`config.mk`:
```
export PLATFORM = sky130hd
export DESIGN_NAME = eth_idma_desc_sched
export DESIGN_NICKNAME = d
export VERILOG_FILES = /design/src/rtl/eth_idma_desc_sched.sv
export SDC_FILE = /design/constraint.sdc
export NUM_CORES = 1
export LEC_CHECK = 0
export CAP_MARGIN = 20
export CELL_PAD_IN_SITES_DETAIL_PLACEMENT = 0
export CELL_PAD_IN_SITES_GLOBAL_PLACEMENT = 2
export CORE_ASPECT_RATIO = 1.25
export CORE_MARGIN = 8
export CORE_UTILIZATION = 45
export DETAILED_ROUTE_END_ITERATION = 10
export PLACE_DENSITY = 0.88
export SYNTH_ARGS = -nofsm -noshare
export SYNTH_HDL_FRONTEND = slang
export SYNTH_SLANG_ARGS = --single-unit
```
`constraint.sdc`:
```
create_clock -name clk_i -period 7.7 [get_ports clk_i]
set_clock_uncertainty 0.05 [all_clocks]
set_input_delay 1.54 -clock clk_i [delete_from_list [all_inputs] [get_ports clk_i]]
set_output_delay 1.54 -clock clk_i [all_outputs]
set_load 0.01 [all_outputs]
```
`src/rtl/eth_idma_desc_sched.sv`:
```
// Ethernet iDMA descriptor scheduler: TX/RX descriptor FIFOs, round-robin arbitration and a
// single-outstanding iDMA request/response FSM with completion counters and a sticky error.

module eth_idma_desc_sched #(
    parameter int unsigned AddrWidth  = 32,
    parameter int unsigned LenWidth   = 32,
    parameter int unsigned QueueDepth = 4,
    parameter int unsigned CntWidth   = 16
) (
    input  logic                 clk_i,
    input  logic                 rst_ni,

    input  logic                 tx_desc_valid_i,
    output logic                 tx_desc_ready_o,
    input  logic [AddrWidth-1:0] tx_desc_addr_i,
    input  logic [LenWidth-1:0]  tx_desc_len_i,

    input  logic                 rx_desc_valid_i,
    output logic                 rx_desc_ready_o,
    input  logic [AddrWidth-1:0] rx_desc_addr_i,
    input  logic [LenWidth-1:0]  rx_desc_len_i,

    output logic                 idma_req_valid_o,
    input  logic                 idma_req_ready_i,
    output logic [AddrWidth-1:0] idma_src_addr_o,
    output logic [AddrWidth-1:0] idma_dst_addr_o,
    output logic [LenWidth-1:0]  idma_len_o,
    output logic                 idma_dir_o,

    input  logic                 idma_rsp_valid_i,
    output logic                 idma_rsp_ready_o,
    input  logic                 idma_rsp_error_i,

    output logic                 tx_done_o,
    output logic                 rx_done_o,
    output logic [CntWidth-1:0]  tx_cnt_o,
    output logic [CntWidth-1:0]  rx_cnt_o,

    output logic                 err_o,
    input  logic                 clr_err_i,
    output logic                 busy_o
);

    localparam int unsigned     PtrW   = $clog2(QueueDepth);
    localparam logic [PtrW:0]   PtrInc = (PtrW + 1)'(1);
    localparam logic [CntWidth-1:0] CntOne = CntWidth'(1);

    typedef enum logic [1:0] {StIdle, StIssue, StWaitRsp, StSkip} state_e;

    state_e state_q;

    // Descriptor storage; pointers carry an extra wrap bit to tell full from empty.
    logic [AddrWidth-1:0] tx_addr_mem [QueueDepth];
    logic [LenWidth-1:0]  tx_len_mem  [QueueDepth];
    logic [AddrWidth-1:0] rx_addr_mem [QueueDepth];
    logic [LenWidth-1:0]  rx_len_mem  [QueueDepth];
    logic [PtrW:0]        tx_wr_q, tx_rd_q, rx_wr_q, rx_rd_q;

    logic tx_empty, tx_full, tx_push, tx_pop;
    logic rx_empty, rx_full, rx_push, rx_pop;
    logic grant_tx, grant_rx, last_tx_q;

    logic [AddrWidth-1:0] head_addr;
    logic [LenWidth-1:0]  head_len;

    logic                 req_valid_q, rsp_ready_q, dir_q;
    logic [AddrWidth-1:0] src_q, dst_q;
    logic [LenWidth-1:0]  len_q;
    logic                 tx_done_q, rx_done_q, err_q;
    logic [CntWidth-1:0]  tx_cnt_q, rx_cnt_q;

    assign tx_empty = (tx_wr_q == tx_rd_q);
    assign rx_empty = (rx_wr_q == rx_rd_q);
    assign tx_full  = (tx_wr_q[PtrW] != tx_rd_q[PtrW]) &&
                      (tx_wr_q[PtrW-1:0] == tx_rd_q[PtrW-1:0]);
    assign rx_full  = (rx_wr_q[PtrW] != rx_rd_q[PtrW]) &&
                      (rx_wr_q[PtrW-1:0] == rx_rd_q[PtrW-1:0]);

    assign tx_desc_ready_o = !tx_full;
    assign rx_desc_ready_o = !rx_full;
    assign tx_push = tx_desc_valid_i && !tx_full;
    assign rx_push = rx_desc_valid_i && !rx_full;

    // TX wins when it did not win last time or RX has nothing queued.
    assign grant_tx = (state_q == StIdle) && !tx_empty && (rx_empty || !last_tx_q);
    assign grant_rx = (state_q == StIdle) && !rx_empty && !grant_tx;
    assign tx_pop   = grant_tx;
    assign rx_pop   = grant_rx;

    assign head_addr = grant_tx ? tx_addr_mem[tx_rd_q[PtrW-1:0]] : rx_addr_mem[rx_rd_q[PtrW-1:0]];
    assign head_len  = grant_tx ? tx_len_mem[tx_rd_q[PtrW-1:0]]  : rx_len_mem[rx_rd_q[PtrW-1:0]];

    always_ff @(posedge clk_i) begin
        if (tx_push) begin
            tx_addr_mem[tx_wr_q[PtrW-1:0]] <= tx_desc_addr_i;
            tx_len_mem[tx_wr_q[PtrW-1:0]]  <= tx_desc_len_i;
        end
        if (rx_push) begin
            rx_addr_mem[rx_wr_q[PtrW-1:0]] <= rx_desc_addr_i;
            rx_len_mem[rx_wr_q[PtrW-1:0]]  <= rx_desc_len_i;
        end
    end

    always_ff @(posedge clk_i) begin
        if (!rst_ni) begin
            tx_wr_q <= '0;
            tx_rd_q <= '0;
            rx_wr_q <= '0;
            rx_rd_q <= '0;
        end else begin
            if (tx_push) tx_wr_q <= tx_wr_q + PtrInc;
            if (tx_pop)  tx_rd_q <= tx_rd_q + PtrInc;
            if (rx_push) rx_wr_q <= rx_wr_q + PtrInc;
            if (rx_pop)  rx_rd_q <= rx_rd_q + PtrInc;
        end
    end

    always_ff @(posedge clk_i) begin
        if (!rst_ni) begin
            state_q     <= StIdle;
            last_tx_q   <= 1'b0;
            req_valid_q <= 1'b0;
            rsp_ready_q <= 1'b0;
            src_q       <= '0;
            dst_q       <= '0;
            len_q       <= '0;
            dir_q       <= 1'b0;
            tx_done_q   <= 1'b0;
            rx_done_q   <= 1'b0;
            tx_cnt_q    <= '0;
            rx_cnt_q    <= '0;
            err_q       <= 1'b0;
        end else begin
            tx_done_q <= 1'b0;
            rx_done_q <= 1'b0;
            // An error response later in this block overrides the clear.
            if (clr_err_i) err_q <= 1'b0;
            unique case (state_q)
                StIdle: begin
                    if (grant_tx || grant_rx) begin
                        last_tx_q <= grant_tx;
                        dir_q     <= grant_rx;
                        src_q     <= grant_tx ? head_addr : '0;
                        dst_q     <= grant_rx ? head_addr : '0;
                        len_q     <= head_len;
                        if (head_len == '0) begin
                            state_q <= StSkip;
                        end else begin
                            state_q     <= StIssue;
                            req_valid_q <= 1'b1;
                        end
                    end
                end
                StIssue: begin
                    if (idma_req_ready_i) begin
                        req_valid_q <= 1'b0;
                        rsp_ready_q <= 1'b1;
                        state_q     <= StWaitRsp;
                    end
                end
                StWaitRsp: begin
                    if (idma_rsp_valid_i) begin
                        rsp_ready_q <= 1'b0;
                        if (dir_q) begin
                            rx_done_q <= 1'b1;
                            rx_cnt_q  <= rx_cnt_q + CntOne;
                        end else begin
                            tx_done_q <= 1'b1;
                            tx_cnt_q  <= tx_cnt_q + CntOne;
                        end
                        if (idma_rsp_error_i) err_q <= 1'b1;
                        state_q <= StIdle;
                    end
                end
                StSkip: begin
                    if (dir_q) begin
                        rx_done_q <= 1'b1;
                        rx_cnt_q  <= rx_cnt_q + CntOne;
                    end else begin
                        tx_done_q <= 1'b1;
                        tx_cnt_q  <= tx_cnt_q + CntOne;
                    end
                    state_q <= StIdle;
                end
                default: state_q <= StIdle;
            endcase
        end
    end

    assign idma_req_valid_o = req_valid_q;
    assign idma_src_addr_o  = src_q;
    assign idma_dst_addr_o  = dst_q;
    assign idma_len_o       = len_q;
    assign idma_dir_o       = dir_q;
    assign idma_rsp_ready_o = rsp_ready_q;
    assign tx_done_o        = tx_done_q;
    assign rx_done_o        = rx_done_q;
    assign tx_cnt_o         = tx_cnt_q;
    assign rx_cnt_o         = rx_cnt_q;
    assign err_o            = err_q;
    assign busy_o           = (state_q != StIdle) || !tx_empty || !rx_empty;

endmodule

```
Word-level counts from Yosys, hierarchy flattened. Memories as Yosys holds them, arrays and structs flattened. A register that Yosys moved wholly into a read port is not among the register bits. Cells that the tools add are included.

Memories kept: 4. Output and inout bits: 137. Word-level logic and storage cells: 113. RAM bits: 512. Bits in registers: 149.

Muxes and demuxes: 44. Eq/ne operators: 13. Reductions and logical operators: 29. Add/sub/neg operators: 6.

Memories: rx_addr_mem (words 4, bits a word 32, rd ports 1, clocked after Yosys merged registers in 1, write ports 1, line 55) `logic [AddrWidth-1:0] rx_addr_mem [QueueDepth];`; rx_len_mem (words 4, bits a word 32, rd ports 1, clocked after Yosys merged registers in 1, write ports 1, line 56) `logic [LenWidth-1:0] rx_len_mem [QueueDepth];`; tx_addr_mem (words 4, bits a word 32, rd ports 1, clocked after Yosys merged registers in 1, write ports 1, line 53) `logic [AddrWidth-1:0] tx_addr_mem [QueueDepth];`; tx_len_mem (words 4, bits a word 32, rd ports 1, clocked after Yosys merged registers in 1, write ports 1, line 54) `logic [LenWidth-1:0] tx_len_mem [QueueDepth];`.

Operators by type and width (count): two-way mux 32 bit (4); two-way mux 16 bit (4); case mux 16 bit (2 select lines) (2); adder 16 x 1 -> 16 bit (second input constant) (2); zero test 32 bit (1); two-way mux 2 bit (12); two-way mux 1 bit (17); adder 3 x 1 -> 3 bit (second input constant) (4); logical AND 1 bit (8); case mux 1 bit (2 select lines) (4); case mux 2 bit (4 select lines) (1); nonzero test 2 bit (4); equality test 3 bit (2); zero test 1 bit (6); inequality test 2 bit (second input constant) (3); AND reduction 3 bit (2); equality test 2 bit (2); equality test 2 bit (second input constant) (2); logical OR 1 bit (4); AND reduction 2 bit (2); AND reduction 4 bit (1); equality test 2 x 1 -> 1 bit (second input constant) (1); zero test 2 bit (1); inequality test 1 bit (2); inequality test 2 x 1 -> 1 bit (second input constant) (1).

Longest topological paths before layout. Gate-level depths: netlist of the first run.

Word-level depth: 9. Gate-level depth with buffers: 8. Mapped depth without buffers: 6.

Worst setup path after synthesis of the first run. No wires, ideal clock.

Path type: input to register. From: input port rx_desc_valid_i. To: memory rx_addr_mem[3][0] (enable). Path buffers: 0. Stages on the path: 1. Data arrival time: 3.125 ns. Setup slack: 4.094 ns. Cells stage by stage: and3_1.

Longest elaborated chain between the ends: 3.

Ends and longest elaborated chain: start: declaration (line 18) `input logic rx_desc_valid_i,`; logical AND 1 bit (line 82) `assign rx_push = rx_desc_valid_i && !rx_full;`; two-way mux 1 bit (line 98) `if (rx_push) begin`; two-way mux 1 bit (implied by the code) (line 99) `rx_addr_mem[rx_wr_q[PtrW-1:0]] <= rx_desc_addr_i;`; end: declaration (line 55).

Every way passes these cells.

Worst setup path in the final report of the first run.
From: register rx_wr_q[0]. To: output port busy_o.

Longest elaborated chain between the ends: 3.

Ends and longest elaborated chain: start: declaration (line 57) `logic [PtrW:0] tx_wr_q, tx_rd_q, rx_wr_q, rx_rd_q;`; start signal: assignment (line 113) `if (rx_push) rx_wr_q <= rx_wr_q + PtrInc;`; equality test 3 bit (line 73) `assign rx_empty = (rx_wr_q == rx_rd_q);`; zero test 1 bit (line 201) `assign busy_o = (state_q != StIdle) || !tx_empty || !rx_empty;`; logical OR 1 bit (line 201); end: declaration (line 41) `output logic busy_o`.

Every way passes these cells.

==> results.toml, run 1 <==
[drt]
drc = 0
drt_iter0_drc = 912
ant_nets = 0
drt-total-wl_um = 56000
viasPerCell = 5.42
vias = 13200
post_drt_wl_per_cell_um = 23.0
dr.pass1.iters = 5

[timing]
fmax_mhz = 241
min_period_ps = 4140
rsz0062_at_grt = "false"
tightest_slew_ps = 1080
finalSetupViolCount = 0
slew_headroom_pct = 27.9
finalSetupTns_ps = 0
drv_slew = 0
hold_ws_ps = 420
hold_viol = 0
period_share_pct = 53.8

[power]
p_leak_nw = 9.71
power.density_mw_per_mm2 = 338
vdd_drop_max_v = 0.000246

[global_routing]
grt_use_total_pct = 17.8
overflow = 0
antenna_found_initial = 5
grt_pass1_vias = 13700
grt_max_degree = 78
grt_pass1_wl_um = 84900

[logic_synthesis]
ys_async_sr_fraction_pct = 0
synth_area_leaders = "edfxtp_1 63%, dfxtp_1 12%, mux4_2 12%, nor2_1 2.2%, a22oi_1 2.0%"
syn_area_per_cell_um2 = 17.9
synth_cell_types = 42
yosys_most_used_dff = "edfxtp_1"
ys_ff_latch = 665
yosysSeqAreaShare_pct = 75.1
synth-edff-count = 512
syn_nets = 1523
yosys.area.top_type = "edfxtp_1"
netlist_instances = 1375
synthesis.area_mm2 = 0.0246
yosys.area.top_type_share_pct = 62.6
synth_warnings = 0

[setup_path]
rr_worst_depth = 6
r2r-end = "idma_req_valid_o"
crit_type = "reg2out"
crit_fanout = 5
end_kind = "output port"
crit_required_ps = 6110
arrival_ps = 2550
cp-start-kind = "flop"
rrSetupSlack_ps = 4160

[clocking]
cts_hold_buf = 0
cts-resized-gates = 0
clock_sinks = 665
cts_tree = "yes"
cts_setup_buffers = 0
cts_buffers = 61
clockBufferDepth = 3
clk_pin_slew_ps = 60
htree_num_levels = 2
cts_root_buf = "clkbuf_16"
clkLatencyLatePin_ps = 620

[floorplan]
die_height_um = 277
start_util_pct = 45.6
dieArea_mm2 = 0.0624
pin_count = 273
rows = 95
die_w_um = 225
core_mm2 = 0.0538

[placement]
dp_hpwl_um = 35000
portBuffers = 272
gp_congestion = 0.768
place_area_mm2 = 0.0280

[layout]
final_area_mm2 = 0.0300
drive_gt1_share_pct = 14.6
fillers = 4171
layout.nets = 1798
syn2layout_area_growth_pct = 22.3

[worst_hold_path]
hp-start = "idma_rsp_ready_o"
hold_path.class = "reg2reg"
hold_end = "idma_rsp_ready_o"
hold_depth = 2

[status]
outcome = "finished, final reports clean"

[flow_run]
cap_violations = 0
## critical path: stages, from the launching register on
cell	delay, ps
dfxtp_1	440
xor2_1	150
or3_1	430
nor2_1	260
nand2_1	80
clkdlybuf4s50_1	570
## per-layer routing
layer / GRT usage [%] / share of wire (%) / vias to the layer above / routed length, um
met1: 22.2 / 40 / 6725 / 22600
met4: 7.09 / 3.6 / 4 / 2010
li1: - / - / 5991 / -
met3: 3.65 / 5.3 / 104 / 2960
met5: 0 / 0.048 / - / 27
met2: 30.1 / 51 / 370 / 28400
## cell usage after synthesis, types with 2 or more instances
cell and count:
o31ai_1 2, o211a_1 3, nor3_1 5, o21ai_1 3, a21oi_1 15, buf_6 3
and3_1 13, edfxtp_1 512, nor4_1 17, nand4_1 11, mux2i_1 4, xor2_1 25
inv_1 9, mux4_2 128, buf_4 2, or3_1 10, and2_1 5, o31a_1 2
a311oi_1 32, o21ai_0 10, clkbuf_1 47, nand3_1 9, ha_1 12, xnor2_1 14
dfxtp_1 153, a22oi_1 64, buf_2 17, nand2_1 86, nor2_1 143, or4_1 2
buf_1 6
## worst max path at each step
stage | slack, ps | from | depth (start not counted) | endpoint
after global placement | 3640 | rst_ni | 4 | idma_src_addr_o[23]
after floorplan | 4090 | rx_desc_valid_i | 1 | rx_addr_mem[3][0]
after global routing | 3370 | tx_wr_q[0] | 5 | busy_o
final | 3560 | rx_wr_q[0] | 5 | busy_o
after CTS | 3500 | rx_wr_q[0] | 5 | busy_o
after detailed placement | 3530 | rst_ni | 4 | flop
## area by class of cell
cell class,count,area (um^2),share of cell area [%]
sequential,665,18400,61.4
multi-input combinational,626,5810,19.3
timing repair buffer,287,2850,9.48
clock buffer,86,1650,5.49
tap,727,910,3.03
clock inverter,30,332,1.10
inverter,9,36.3,0.121
antenna,4,10.0,0.0333
## state kept, by name, indices dropped and copies added, names as in the netlist, 3 cells and up, named ones only
register,flops
rx_addr_mem,128
rx_len_mem,128
tx_addr_mem,128
tx_len_mem,128
idma_dst_addr_o,32
idma_len_o,32
idma_src_addr_o,32
rx_cnt_o,16
tx_cnt_o,16
rx_rd_q,3
rx_wr_q,3
tx_rd_q,3
tx_wr_q,3
## logic make-up after synthesis
logic type	synth area share (%)
AO/OA/AOI/OAI	4.02
flip-flops	75.1
adder cells (fa/ha/maj)	0.611
buffers and inverters	1.49
XOR/XNOR	1.39
AND/OR/NAND/NOR	5.52
multiplexers	11.9
## report_power, final
| part | leakage [nW] | total (mW) | switching [mW] | internal, mW |
|---|---|---|---|---|
| Combinational | 2.79 | 2.62 | 1.40 | 1.22 |
| Clock | 0.963 | 2.98 | 1.28 | 1.70 |
| Sequential | 5.95 | 4.57 | 0.325 | 4.24 |
| Total | 9.71 | 10.2 | 3.00 | 7.17 |
## layout by cell type, fill, tap and decap left out, drive strengths merged, types with 10 or more instances in the layout
cell type,netlist,routed
a311oi,32,32
a21oi,15,15
nand4,11,11
and3,13,13
mux4,128,128
edfxtp,512,512
o21ai,13,13
ha,12,12
nor4,17,17
clkbuf,47,86
xor2,25,25
buf,28,15
inv,9,13
dfxtp,153,153
or3,10,10
nor2,143,143
nand2,86,86
clkdlybuf4s50,0,272
clkinv,0,17
xnor2,14,14
a22oi,64,64
## metrics by stage
| stage | setup slack, ps | total power, mW | utilization, % | instances |
|---|---|---|---|---|
| CTS | 3500 | 10.3 | 55.7 | 2429 |
| detailed placement | 3530 | 7.28 | 52.1 | 2313 |
| floorplan | 4090 | 6.22 | - | 1375 |
| finish | 3560 | 10.2 | 55.8 | 2434 |
| global placement | 3640 | 7.24 | 52.1 | 2313 |
| global route | 3370 | 10.7 | 55.8 | 2432 |
Power figures use the tool's default switching activity.
==> run 2, diff against run 1 <==
--- a/config.mk
+++ b/config.mk
@@ -10,9 +10,9 @@
 export CELL_PAD_IN_SITES_GLOBAL_PLACEMENT = 2
 export CORE_ASPECT_RATIO = 1.25
 export CORE_MARGIN = 8
-export CORE_UTILIZATION = 45
+export CORE_UTILIZATION = 38
 export DETAILED_ROUTE_END_ITERATION = 10
-export PLACE_DENSITY = 0.88
+export PLACE_DENSITY = 0.8
 export SYNTH_ARGS = -nofsm -noshare
 export SYNTH_HDL_FRONTEND = slang
 export SYNTH_SLANG_ARGS = --single-unit
==> constraint.sdc (replaced) <==
create_clock -name clk_i -period 3.38 [get_ports clk_i]
set_clock_uncertainty 0.05 [all_clocks]
set_input_delay 0.676 -clock clk_i [delete_from_list [all_inputs] [get_ports clk_i]]
set_output_delay 0.676 -clock clk_i [all_outputs]
set_load 0.01 [all_outputs]
==> run 2 against run 1 <==
Compared with the run above:
- utilization fell by 7.7 points
- sequential share of layout area fell by 1.6 points
- critical endpoint is now tx_desc_ready_o
- worst setup slack got worse by 3200 ps
==> results.toml, run 2 (synthesis gave the netlist of run 1 again) <==
[power]
vdd_drop_max_v = 0.000466
power.density_mw_per_mm2 = 786
power.total_mw = 24.3
p_leak_nw = 10.1

[global_routing]
antenna_found_initial = 6
grt_pass1_vias = 14000
overflow = 0
grt_pass1_wl_um = 88700
grt_use_total_pct = 15.9
grt_max_degree = 87

[floorplan]
core_mm2 = 0.0642
start_util_pct = 38.3
die_w_um = 243
dieArea_mm2 = 0.0731
rows = 104
die_height_um = 300
pin_count = 273

[timing]
drv_slew = 0
period_share_pct = 88.8
fmax_mhz = 333
tightest_slew_ps = 730
min_period_ps = 3000
rsz0062_at_grt = "false"
hold_viol = 0
slew_headroom_pct = 50.9
finalSetupTns_ps = 0
finalSetupViolCount = 0

[drt]
drt_iter0_drc = 996
drc = 0
dr.pass1.iters = 5
post_drt_wl_per_cell_um = 22.9
vias = 13400
highest_layer = "met5"
drt-total-wl_um = 59300
ant_nets = 0
viasPerCell = 5.18
wl_met2_um = 29800
m1WireLength_um = 23600
route.met3.wl_um = 3840

[clocking]
cts_buffers = 68
htree_num_levels = 3
clkLatencyLatePin_ps = 590
cts_root_buf = "clkbuf_16"
clockBufferDepth = 3
cts_tree = "yes"
clock_sinks = 665
cts_setup_buffers = 0
clk_pin_slew_ps = 60

[worst_hold_path]
hold_path.class = "reg2reg"

[placement]
dp_hpwl_um = 38800
place_area_mm2 = 0.0285
gp_congestion = 0.780
portBuffers = 272

[setup_path]
crit_fanout = 6
cp-start-kind = "flop"
rrSetupSlack_ps = 690
crit_required_ps = 2650
end_kind = "output port"
arrival_ps = 2270
crit_type = "reg2out"

[flow_run]
cap_violations = 0

[layout]
final_core_utilization_pct = 48.1
final_area_mm2 = 0.0309
drive_gt1_share_pct = 16.6
seq_area_mm2 = 0.0185
syn2layout_area_growth_pct = 25.7
final_cell_mix = "512 x edfxtp_1, 271 x clkdlybuf4s50_1, 149 x dfxtp_1"
final_common_cell = "edfxtp_1"
fillers = 5391
layout.nets = 1829
multi_input_area_mm2 = 0.00581

[status]
outcome = "finished, final reports clean"
==> run 2: worst paths after layout <==
kind / start / to / cells after the start
setup / recovery: tx_wr_q[0] / tx_desc_ready_o / 3
hold / removal: idma_rsp_ready_o / idma_rsp_ready_o / 2
setup reg to reg: flop / idma_req_valid_o / 7
hold reg to reg: idma_rsp_ready_o / idma_rsp_ready_o / 2
==> run 2: layer usage <==
layer  global-route usage [%]  up-vias
li1                         -     6054
met1                     19.5     6871
met2                     26.8      364
met3                     3.95      101
met4                     6.43        4
met5                        0        -
==> run 2: worst max-delay path: stages (launching register included) <==
cell,delay (ps)
dfxtp_1,430
xor2_1,310
or3_1,270
clkdlybuf4s50_1,680
==> run 2: area by class of cell <==
type / instances / share of cell area, %
clock buffer: 96 / 6.45
antenna: 3 / 0.0243
multi-input combinational: 626 / 18.8
inverter: 9 / 0.118
sequential: 665 / 59.8
timing repair buffer: 311 / 10.3
clock inverter: 29 / 1.08
tap: 848 / 3.44
==> run 2: metrics by stage <==
stage               worst slack (ps)  cells  hold WS (ps)
finish                           380   2587           412
global route                     279   2585           436
CTS                             98.0   2584           416
detailed placement               551   2459           408
floorplan                        407   1375           429
global placement                 634   2459           403
==> run 2: what timing repair did <==
item | in CTS | in global routing
resized for setup | 0 | 1
hold buffers | 0 | 0
endpoints found under the hold margin | 0 | 0
endpoints found under the setup margin | 0 | 1
==> run 2: where the power goes <==
part | total (mW) | internal (mW) | switching, mW
logic | 6.22 | 2.89 | 3.34
clock network | 7.72 | 4.60 | 3.12
registers | 10.3 | 9.66 | 0.652
total | 24.3 | 17.1 | 7.11
==> run 3, diff against run 2 <==
--- a/config.mk
+++ b/config.mk
@@ -5,14 +5,16 @@
 export SDC_FILE = /design/constraint.sdc
 export NUM_CORES = 1
 export LEC_CHECK = 0
+export ABC_AREA = 1
 export CAP_MARGIN = 20
 export CELL_PAD_IN_SITES_DETAIL_PLACEMENT = 0
 export CELL_PAD_IN_SITES_GLOBAL_PLACEMENT = 2
 export CORE_ASPECT_RATIO = 1.25
 export CORE_MARGIN = 8
-export CORE_UTILIZATION = 38
+export CORE_UTILIZATION = 34
 export DETAILED_ROUTE_END_ITERATION = 10
-export PLACE_DENSITY = 0.8
+export PLACE_DENSITY = 0.79
+export REMOVE_ABC_BUFFERS = 1
 export SYNTH_ARGS = -nofsm -noshare
 export SYNTH_HDL_FRONTEND = slang
 export SYNTH_SLANG_ARGS = --single-unit
==> constraint.sdc (replaced) <==
create_clock -name clk_i -period 2.5 [get_ports clk_i]
set_clock_uncertainty 0.05 [all_clocks]
set_input_delay 0.5 -clock clk_i [delete_from_list [all_inputs] [get_ports clk_i]]
set_output_delay 0.5 -clock clk_i [all_outputs]
set_load 0.01 [all_outputs]
==> run 3 against run 2 <==
Compared with the run above:
- largest power group unchanged
- combinational power is 59% higher
- count of clock-buffer cells in the layout is 1 lower
- global-route usage is 0.12 points higher
- largest cell class unchanged
- sequential share of layout area is 3.4 points lower
- final area is 6.1% higher
- highest routed layer unchanged
- sequential power is 33% higher
- routed wire length is 16% higher
==> results.toml, run 3 <==
[global_routing]
grt_use_total_pct = 16.0
grt_pass1_wl_um = 104000
grt_pass1_vias = 17500
grt_max_degree = 101
overflow = 0
antenna_found_initial = 19

[setup_path]
crit_top_cell = "nand2_4"
max_stage_delay_ps = 350
rr_worst_depth = 13
end_kind = "output port"
crit_fanout = 4
cp-start-kind = "flop"
cp_slowest_cell = "dfxtp_2"
arrival_ps = 1850
crit_type = "reg2out"
crit_required_ps = 1950
path_cells = "xnor2_2 -> nand3_4 -> nand2_4 -> nand2_4 -> nand2_2 -> inv_4 -> nand2_1 -> buf_2"

[clocking]
clkLatencyLatePin_ps = 610
cts_buffers = 71
cts_tree = "yes"
clock_sinks = 665
cts_root_buf = "clkbuf_16"
clk_pin_slew_ps = 60
htree_num_levels = 3
clockBufferDepth = 3

[placement]
dp_slack_ps = 29.5
gp_congestion = 0.769
dp_cells = 3416
portBuffers = 272
dp_hpwl_um = 45400

[power]
power.internal_mw = 23.2
p_seq_share_pct = 40.0
power.total_mw = 34.2
power.density_mw_per_mm2 = 1040
vdd_drop_max_v = 0.000951
sw_frac_of_total_pct = 32.1
p_comb_share_pct = 28.9
p_clk_share_pct = 31.0
p_leak_nw = 11.8
p_switching_mw = 11.0

[status]
outcome = "finished, final reports clean"

[logic_synthesis]
netlist_instances = 2200
synth_area_leaders = "edfxtp_1 60%, dfxtp_1 12%, nand2_1 6.4%, a21oi_1 4.5%, nor2_1 3.4%"
synth_warnings = 0
syn_area_per_cell_um2 = 11.6
yosysMostFrequentCell = "edfxtp_1"
yosys_most_used_dff = "edfxtp_1"
synth_cell_types = 43
ys_ff_latch = 665
yosys.area.top_type_share_pct = 60.0
synth-edff-count = 512
synth_common_cells = "512 x edfxtp_1, 437 x nand2_1, 232 x a21oi_1"
ys_async_sr_fraction_pct = 0
yosysSeqAreaShare_pct = 72.0
yosys.area.top_type = "edfxtp_1"
synthesis.area_mm2 = 0.0256

[timing]
min_period_ps = 2400
finalSetupViolCount = 0
setup_slack_ps = 95.7
hold_viol = 0
drv_slew = 0
fmax_mhz = 416
period_share_pct = 96.2
tightest_slew_ps = 584
hold_ws_ps = 253
slew_headroom_pct = 61.1

[drt]
vias = 17400
highest_layer = "met5"
drt-total-wl_um = 68800
ant_nets = 0
post_drt_wl_per_cell_um = 19.3
drc = 0
route.met3.wl_um = 4430
wl_met2_um = 34700
drt_iter0_drc = 964
dr.pass1.iters = 4
m1WireLength_um = 27900
viasPerCell = 4.88

[floorplan]
core_mm2 = 0.0747
rows = 112
start_util_pct = 34.3
dieArea_mm2 = 0.0845
pin_count = 273
die_w_um = 262
die_height_um = 323

[layout]
fillers = 6941
layout.cells.non_filler = 3563
layout.nets = 2670
final_common_cell = "edfxtp_1"
syn2layout_area_growth_pct = 27.9
final_cell_mix = "512 x edfxtp_1, 435 x nand2_1, 268 x clkdlybuf4s50_1"
final_core_utilization_pct = 43.9
drive_gt1_share_pct = 10.8

[worst_hold_path]
hold_path.class = "in2reg"
hold_depth = 3

[flow_run]
cap_violations = 0
[run 3: kinds of logic (layout without fill, tap and decap cells)]
kind of cell             after synthesis  in the layout  synth area share (%)
AND/OR/NAND/NOR                      748            748                  11.8
other                                  0             14                     0
flip-flops                           665            665                  72.0
XOR/XNOR                               2              2                0.0977
buffers and inverters                237            617                  3.94
adder cells (fa/ha/maj)               12             12                 0.586
AO/OA/AOI/OAI                        536            536                  11.6
[run 3: critical path: cells and delay by family (launching register included)]
kind / cells / cell delay [ps]
flops: 1 / 350
xor+xnor: 1 / 220
simple gates: 5 / 490
buf+inv: 2 / 210
[run 3: layer usage]
metal / vias up / GRT usage, %
li1: 8444 / -
met1: 8411 / 18.8
met2: 398 / 28.0
met3: 111 / 4.35
met4: 10 / 5.78
met5: - / 0
[run 3: area by class of cell]
| class | count | area, um^2 | area share (%) |
|---|---|---|---|
| antenna | 14 | 35.0 | 0.107 |
| clock buffer | 95 | 2000 | 6.11 |
| clock inverter | 36 | 379 | 1.16 |
| inverter | 109 | 434 | 1.32 |
| multi-input combinational | 1298 | 6270 | 19.1 |
| sequential | 665 | 18500 | 56.3 |
| tap | 969 | 1210 | 3.70 |
| timing repair buffer | 377 | 3980 | 12.1 |
[run 3: power groups by stage]
stage / Sequential (mW) / Clock, mW / Combinational [mW]
final: 13.7 / 10.6 / 9.90
after floorplan: 14.5 / 0 / 4.58
after global placement: 13.9 / 0 / 9.96
after global routing: 13.8 / 11.3 / 11.1
after detailed placement: 13.9 / 0 / 10.1
after CTS: 13.7 / 10.9 / 10.1
[run 3: worst paths after layout]
check	startpoint	to	slack [ps]
worst max register to register	flop	idma_req_valid_o	260
worst max-delay path	rx_wr_q[1]	busy_o	100
worst min register to register	tx_wr_q[2]	tx_wr_q[2]	400
worst min-delay path	rst_ni	tx_cnt_o[3]	250
[run 3: what timing repair did]
item,CTS,global route
pin swaps,2,1
setup buffers,1,1
gates resized for setup,17,15
hold buffers,0,0
endpoints found under the setup margin,4,3
gates cloned,0,1
[run 3: per-stage QoR]
step | TNS (ps) | instance area [um^2]
3_5_place_dp | 0 | 30300
2_1_floorplan | -1035210 | 25000
5_1_grt | -0.132 | 32800
3_3_place_gp | 0 | 30300
6_report | 0 | 32800
4_1_cts | 0 | 32700
